### src/rtl/flash_read_arbiter.sv
// flash_read_arbiter: shares the qpi_flash read port between two byte requesters, with a one-entry result cache and SPI passthrough handover
module flash_read_arbiter #(
    parameter int BUSY_TIMEOUT = 8
) (
    input  logic        clk_i,
    input  logic        reset_n_i,
    input  logic        a_req_i,
    input  logic [23:0] a_addr_i,
    output logic        a_ack_o,
    output logic [7:0]  a_data_o,
    input  logic        b_req_i,
    input  logic [23:0] b_addr_i,
    output logic        b_ack_o,
    output logic [7:0]  b_data_o,
    input  logic        pt_req_i,
    output logic        pt_grant_o,
    input  logic        flash_ready_i,
    input  logic [7:0]  flash_data_i,
    output logic        flash_read_o,
    output logic [23:0] flash_addr_o,
    output logic        flash_passthrough_o
);
    typedef enum logic [2:0] {IDLE, ISSUE, WAIT_BUSY, WAIT_DONE, RESPOND, PASSTHRU} state_t;
    localparam int CW = $clog2(BUSY_TIMEOUT + 1);

    state_t        state_q;
    logic          rr_q;
    logic          owner_q;
    logic          cache_vld_q;
    logic [23:0]   cache_tag_q;
    logic [7:0]    cache_data_q;
    logic [CW-1:0] cnt_q;
    logic          a_ack_q;
    logic          b_ack_q;
    logic [7:0]    a_data_q;
    logic [7:0]    b_data_q;
    logic          flash_read_q;
    logic [23:0]   flash_addr_q;
    logic          pt_q;

    logic          sel_b;
    logic          any_req;
    logic          hit;
    logic [23:0]   sel_addr;
    logic [CW-1:0] cnt_d;

    // Round-robin pick (rr_q = 1 prefers B), cache lookup for the picked port, busy-wait count
    always_comb begin
        sel_b    = b_req_i && (!a_req_i || rr_q);
        any_req  = a_req_i || b_req_i;
        sel_addr = sel_b ? b_addr_i : a_addr_i;
        hit      = cache_vld_q && (sel_addr == cache_tag_q);
        cnt_d    = cnt_q + 1'b1;
    end

    // Arbitration FSM; every output is a register so acks and the read strobe are glitch-free
    always_ff @(posedge clk_i) begin
        if (!reset_n_i) begin
            state_q      <= IDLE;
            rr_q         <= 1'b0;
            owner_q      <= 1'b0;
            cache_vld_q  <= 1'b0;
            cache_tag_q  <= '0;
            cache_data_q <= '0;
            cnt_q        <= '0;
            a_ack_q      <= 1'b0;
            b_ack_q      <= 1'b0;
            a_data_q     <= '0;
            b_data_q     <= '0;
            flash_read_q <= 1'b0;
            flash_addr_q <= '0;
            pt_q         <= 1'b0;
        end else begin
            a_ack_q      <= 1'b0;
            b_ack_q      <= 1'b0;
            flash_read_q <= 1'b0;
            unique case (state_q)
                IDLE: begin
                    if (pt_req_i && flash_ready_i) begin
                        state_q     <= PASSTHRU;
                        pt_q        <= 1'b1;
                        cache_vld_q <= 1'b0;
                    end else if (any_req && hit) begin
                        state_q <= RESPOND;
                        owner_q <= sel_b;
                        a_ack_q <= !sel_b;
                        b_ack_q <= sel_b;
                        if (sel_b) b_data_q <= cache_data_q;
                        else       a_data_q <= cache_data_q;
                    end else if (any_req && flash_ready_i) begin
                        state_q      <= ISSUE;
                        owner_q      <= sel_b;
                        flash_addr_q <= sel_addr;
                        flash_read_q <= 1'b1;
                    end
                end
                ISSUE: begin
                    cnt_q   <= '0;
                    state_q <= WAIT_BUSY;
                end
                WAIT_BUSY: begin
                    if (!flash_ready_i) begin
                        state_q <= WAIT_DONE;
                    end else if (cnt_d == CW'(BUSY_TIMEOUT)) begin
                        state_q      <= ISSUE;
                        flash_read_q <= 1'b1;
                    end else begin
                        cnt_q <= cnt_d;
                    end
                end
                WAIT_DONE: begin
                    if (flash_ready_i) begin
                        state_q      <= RESPOND;
                        cache_vld_q  <= 1'b1;
                        cache_tag_q  <= flash_addr_q;
                        cache_data_q <= flash_data_i;
                        a_ack_q      <= !owner_q;
                        b_ack_q      <= owner_q;
                        if (owner_q) b_data_q <= flash_data_i;
                        else         a_data_q <= flash_data_i;
                    end
                end
                RESPOND: begin
                    rr_q    <= !owner_q;
                    state_q <= IDLE;
                end
                PASSTHRU: begin
                    if (!pt_req_i) begin
                        state_q <= IDLE;
                        pt_q    <= 1'b0;
                    end
                end
                default: state_q <= IDLE;
            endcase
        end
    end

    assign a_ack_o             = a_ack_q;
    assign b_ack_o             = b_ack_q;
    assign a_data_o            = a_data_q;
    assign b_data_o            = b_data_q;
    assign flash_read_o        = flash_read_q;
    assign flash_addr_o        = flash_addr_q;
    assign pt_grant_o          = pt_q;
    assign flash_passthrough_o = pt_q;
endmodule

### config.mk
export PLATFORM = sky130hd
export DESIGN_NAME = flash_read_arbiter
export DESIGN_NICKNAME = d
export VERILOG_FILES = /design/src/rtl/flash_read_arbiter.sv
export SDC_FILE = /design/constraint.sdc
export NUM_CORES = 1
export LEC_CHECK = 0
export CAP_MARGIN = 20
export CORE_MARGIN = 5
export CORE_UTILIZATION = 50
export CTS_CLUSTER_SIZE = 24
export DETAILED_ROUTE_END_ITERATION = 7
export GPL_TIMING_DRIVEN = 0
export MAX_ROUTING_LAYER = met4
export PLACE_DENSITY = 0.8
export SETUP_SLACK_MARGIN = 0.4
export SLEW_MARGIN = 20
export SYNTH_ARGS = -nofsm -noshare
export SYNTH_HDL_FRONTEND = slang
export SYNTH_SLANG_ARGS = --single-unit
export TNS_END_PERCENT = 1
### constraint.sdc
create_clock -name clk_i -period 3.27 [get_ports clk_i]
set_input_delay 0.981 -clock clk_i [delete_from_list [all_inputs] [get_ports clk_i]]
set_output_delay 0.981 -clock clk_i [all_outputs]
set_load 0.01 [all_outputs]
# Word level (Yosys, flattened, before mapping)
# Cells that the tools add are included.
[op_classes]
n_bitwise = 2
n_div = 0
eq_ne = 20
n_reduce_logical = 24
n_mul = 0
n_addsub = 1
n_shift = 0
magnitude_cmp = 0
muxes = 46
[op_table]
columns = ["op", "count"]
rows = [
  ["2-to-1 mux 8 bit", 10],
  ["case mux 8 bit (2 select lines)", 2],
  ["equality test 24 bit", 1],
  ["2-to-1 mux 24 bit", 1],
  ["inequality test 2 bit, second input constant", 11],
  ["2-to-1 mux 3 bit", 7],
  ["2-to-1 mux 1 bit", 17],
  ["case mux 3 bit (5 select lines)", 1],
  ["AND reduction 3 bit", 4],
  ["AND reduction 6 bit", 2],
  ["case mux 1 bit (2 select lines)", 5],
  ["2-to-1 mux 4 bit", 2],
  ["case mux 4 bit (2 select lines)", 1],
  ["AND reduction 4 bit", 2],
  ["nonzero test 2 bit", 4],
  ["equality test 3 x 2 -> 1 bit, second input constant", 2],
  ["equality test 3 bit, second input constant", 2],
  ["logical AND 1 bit", 5],
  ["adder 4 x 1 -> 4 bit, second input constant", 1],
  ["equality test 4 bit, second input constant", 1],
  ["inequality test 4 bit, second input constant", 1],
  ["equality test 3 x 1 -> 1 bit, second input constant", 1],
  ["logical NOT 1 bit", 3],
  ["logical NOT 3 bit", 1],
  ["other kinds (4)", 6],
]
[totals]
ff_bits = 86
ramBits = 0
latch_bits = 0
output_inout_bits = 45
mem_bits_ro = 0
wordCells = 107
memories = 0

# Depth between registers and ports, before layout
[logic_depth]
depth_word = 10
ltp_mapped = 11
mapped_depth_nobuf = 8

# Least setup slack after synthesis
# Ideal clock, no wire load.
[synth_path]
kind = "in2reg"
from = "input port b_req_i"
to = "register b_data_q[0] (netlist: b_data_o[0])"
arrival_time_ns = 2.843
stages = 10
setup_slack_ns = 0.307
setup_ns = 0.120
path_buffers = 3
cell_sequence = "buf_4 > buf_2 > a21boi_1 > nor2_1 > a2111o_1 > nor4_4 > and2_4 > a22oi_1 > buf_4 > mux2i_1"
[synth_via]
elab_chain_cells = 7
word_cells_on_any_way = 9
cone_classes = "eq/ne: 3; mux: 1; reduce/logical: 5"
[synth_lines]
columns = ["item", "line", "rtl"]
rows = [
  ["start: declaration", "11", "input logic b_req_i,"],
  ["logical AND 1 bit", "49", "sel_b = b_req_i && (!a_req_i || rr_q);"],
  ["2-to-1 mux 24 bit", "51", "sel_addr = sel_b ? b_addr_i : a_addr_i;"],
  ["equality test 24 bit", "52", "hit = cache_vld_q && (sel_addr == cache_tag_q);"],
  ["logical AND 1 bit", "52", ""],
  ["logical AND 1 bit", "83", "end else if (any_req && hit) begin"],
  ["inequality test 2 bit (no source line)", "n/a", ""],
  ["AND reduction 6 bit (no source line) *", "n/a", ""],
  ["end signal: assignment", "88", "if (sel_b) b_data_q <= cache_data_q;"],
  ["end signal: assignment", "119", "if (owner_q) b_data_q <= flash_data_i;"],
  ["end: declaration", "36", "logic [7:0] b_data_q;"],
]
# Every way passes the cells marked *; elsewhere a longest branch is shown, timed or not.
# A chain may end at the register's enable or synchronous reset.

# Final worst setup path
[layout_path]
from = "input port a_req_i"
to = "register b_data_q[0] (netlist: b_data_o[0])"
[layout_via]
elab_chain_cells = 9
word_cells_on_any_way = 11
cone_classes = "eq/ne: 3; mux: 1; reduce/logical: 7"
[layout_lines]
columns = ["item", "line", "rtl"]
rows = [
  ["start: declaration", "7", "input logic a_req_i,"],
  ["logical NOT 1 bit", "49", ""],
  ["logical OR 1 bit", "49", ""],
  ["logical AND 1 bit", "49", ""],
  ["2-to-1 mux 24 bit", "51", ""],
  ["equality test 24 bit", "52", ""],
  ["logical AND 1 bit", "52", ""],
  ["logical AND 1 bit", "83", ""],
  ["inequality test 2 bit (no source line)", "n/a", ""],
  ["AND reduction 6 bit (no source line) *", "n/a", ""],
]
# Marked as above.

==> results.ini <==
[logic_synthesis]
ys_ff_latch = 86
netlist_instances = 552
ys_async_sr_fraction_pct = 0
ys.flop_type = dfxtp_1
synth_area_sq_um = 4493
synth_edf_count = 0
synthDistinctLibCells = 62
syn_nets = 615
syn_area_per_cell_sq_um = 8.140
synth.top_cell.area_share_pct = 38.32
synth_top_area_cell = dfxtp_1
synth.area.top_cells = dfxtp_1, a21oi_1, nand2_1
yosysSeqAreaShare_pct = 38.32
yosysWarnings = 0

[cts]
cts_tree = done
cts_buffer_depth = 2
clk_pin_slew_worst_paths_ps = 100
ctsRootBufferMaster = clkbuf_8
ctsHoldBuffers = 0
htree_levels = 3
cts_sinks = 86
worstSkewPairLatency_ps = 370
cts_buffers = 9

[placement]
gp_congestion = 0.9817
hpwl_um = 11810
placed_cells = 764
io_buffers = 104
placed_cell_area_sq_um = 5690

[floorplan]
ioPinCount = 107
initial_core_util_pct = 51.52
fp.dieW_um = 104.8
row_count = 34
die_height_um = 104.8
core-area_sq_um = 8721
fp.dieArea_sq_um = 10980

[routing]
ant_nets = 0
drcViolationCount = 0
via_per_inst = 5.998
drt_pass1_iterations = 6
wirelength_um = 16500
routed-via-count = 4834
wl_per_cell_um = 20.48
initialDrtViolationCount = 336

[global_route]
grt_pass1_vias = 4840
track_usage_pct = 29.74
grt_start_max_net_pins = 17
antenna_found_initial = 0
grt.overflow.total = 0
grt_pass1_wl_um = 25580

[worst_setup_path]
crit_start = a_req_i
crit_type = input pin to register
r2r_start = rr_q$_SDFFE_PN0N_
worstSetupEndpoint = b_data_o[0]$_SDFFE_PN0P_
worstPathRequired_ps = 3530
rr_worst_depth = 11
r2r-end = b_data_o[0]$_SDFFE_PN0P_
reg2reg_slack_ps = 610
worstSetupStartpointType = input pin
worstSetupEndpointType = register
worstPathArrival_ps = 3200
cp_max_fo = 8

[finish]
fin_cells = 806
fin_nets = 756
n_antenna_cell = 0
nFillCells = 697
drive_gt1_share_pct = 18.34
stdcell_area_sq_um = 6434
fin_util_pct = 73.77
syn_to_final_growth_pct = 43.19
multiInputGateArea_sq_um = 2690
regArea_sq_um = 1722

[timing]
setup_viol = 0
slew_viol_final = 0
tightest_slew_ps = 774.9
period_share_pct = 89.78
rsz0062_at_grt = yes
slew_headroom_pct = 48.34
fin_crit_ps = 2936
hold_viol_final = 0
fmax_mhz = 340.6
skew_ps = 7.963
holdWs_ps = 462.9

[run]
maxCapViolations = 0

[status]
status = finished clean

[worst_hold_path]
min_path_type = register to register

[pwr]
power.density_nw_per_um2 = 420.6
leakagePower_nw = 2.458
vdd_ir_drop_max_uv = 299.8

cell usage in the layout, fill, tap and decap left out, drive strengths merged, types with 3 or more instances in the layout:
| cell | instances |
|---|---|
| a21boi | 6 |
| o21ai | 15 |
| o21bai | 4 |
| nor3 | 4 |
| a2111o | 3 |
| a222oi | 3 |
| and3 | 7 |
| a21oi | 79 |
| dfxtp | 86 |
| nand2b | 5 |
| mux2i | 29 |
| nand2 | 102 |
| clkbuf | 39 |
| dlymetal6s2s | 5 |
| clkdlybuf4s50 | 80 |
| o2111ai | 4 |
| or3 | 4 |
| nor2b | 5 |
| a311oi | 23 |
| mux2 | 9 |
| nand3 | 8 |
| xnor2 | 7 |
| o22ai | 8 |
| inv | 29 |
| dlygate4sd2 | 17 |
| nor2 | 29 |
| buf | 40 |
| a31oi | 5 |
| and2 | 7 |
layout make-up:
cell class | count | area share [%]
multi-input cells | 399 | 41.81
flip-flops and latches | 86 | 26.76
repair buffers | 130 | 19.82
plain buffers | 42 | 4.492
well taps | 108 | 2.100
clock buffers | 9 | 1.925
clock inverters | 7 | 1.595
inverters | 25 | 1.497
state kept, by name, indices dropped and copies added (netlist names):
name and count:
state_q 3, cnt_q 4, owner_q 1, flash_passthrough_o 1
cache_vld_q 1, flash_addr_o 24, rr_q 1, b_ack_o 1
a_ack_o 1, b_data_o 8, cache_data_q 8, a_data_o 8
cache_tag_q 24, flash_read_o 1
worst min-delay path by stage:
stage                                             from                      endpoint  slack (ps)  cells after the start
after floorplan           cache_data_q[0]$_SDFFE_PN0P_  cache_data_q[0]$_SDFFE_PN0P_         430                      2
after global placement    cache_data_q[2]$_SDFFE_PN0P_  cache_data_q[2]$_SDFFE_PN0P_         440                      2
after detailed placement  cache_data_q[4]$_SDFFE_PN0P_  cache_data_q[4]$_SDFFE_PN0P_         450                      2
after CTS                 cache_data_q[4]$_SDFFE_PN0P_  cache_data_q[4]$_SDFFE_PN0P_         460                      2
after global routing       cache_tag_q[6]$_SDFFE_PN0P_   cache_tag_q[6]$_SDFFE_PN0P_         470                      2
final                     cache_data_q[6]$_SDFFE_PN0P_  cache_data_q[6]$_SDFFE_PN0P_         460                      2
stage by stage:
stage | setup WS, ps | setup TNS (ps) | power [mW]
2_1_floorplan | 396.6 | 0 | 1.464
3_5_place_dp | -562.3 | -22380 | 1.739
4_1_cts | 380.5 | 0 | 2.662
6_report | 334.1 | 0 | 2.706
3_3_place_gp | -593.7 | -23950 | 1.733
5_1_grt | 251.4 | 0 | 2.803
cells by family after synthesis:
| family | after synthesis | share of synthesized area, % |
|---|---|---|
| simple gates | 187 | 19.97 |
| buf+inv | 67 | 6.906 |
| flops | 86 | 38.32 |
| mux | 38 | 8.716 |
| xor+xnor | 8 | 1.560 |
| compound gates | 165 | 24.26 |
| fa+ha+maj | 1 | 0.2784 |
Yosys cell counts, types with 2 or more instances:
cell type / n
a222oi_1: 3
or3_1: 4
o21a_1: 2
clkbuf_1: 28
nor2b_1: 5
buf_6: 5
nand2_1: 102
a311oi_2: 2
a311oi_1: 21
o21ai_0: 13
mux2i_1: 29
o22ai_1: 8
buf_4: 4
o211a_1: 2
nand4_1: 2
a21oi_1: 79
and3_1: 7
xnor2_1: 7
o221a_2: 2
o21bai_1: 4
or3b_2: 2
inv_2: 2
and2_1: 6
nand3_1: 8
o221ai_1: 2
a2111o_1: 3
buf_2: 5
nor3_1: 4
nor3b_1: 2
nor2_1: 28
a21boi_0: 4
o21ai_1: 2
o2111ai_1: 4
dfxtp_1: 86
inv_1: 23
nand2b_1: 4
a31oi_1: 4
nand3b_1: 2
mux2_2: 9
where the power goes:
group	internal, mW	switching [mW]	total (mW)	leakage, nW
Combinational	0.316	0.373	0.689	1.64
Sequential	1.09	0.0411	1.13	0.697
Clock	0.443	0.440	0.883	0.117
worst max-delay path, stage by stage:
cell	delay, ps
buf_8	100
and2b_4	200
buf_8	140
a2111o_1	400
o31ai_4	90
o2111ai_4	170
nor4_4	380
buf_4	170
and2_4	160
a22oi_2	60
buf_6	180
mux2i_2	150
metal layers:
| metal | vias to the layer above | global-route usage (%) | routed length, um |
|---|---|---|---|
| met4 | 0 | 7.671 | 424 |
| met2 | 251 | 49.06 | 7978 |
| li1 | 2249 | - | - |
| met1 | 2297 | 37.09 | 6840 |
| met5 | - | - | 0 |
| met3 | 37 | 6.289 | 1260 |
what timing repair did:
action                     4_1_cts  5_1_grt
cloned                           2        1
setup buffers                   14        9
pin swaps                       21       17
setup endpoints to repair       46       45
resized for setup               77       26
No activity file was read; power rests on OpenSTA's default activity.
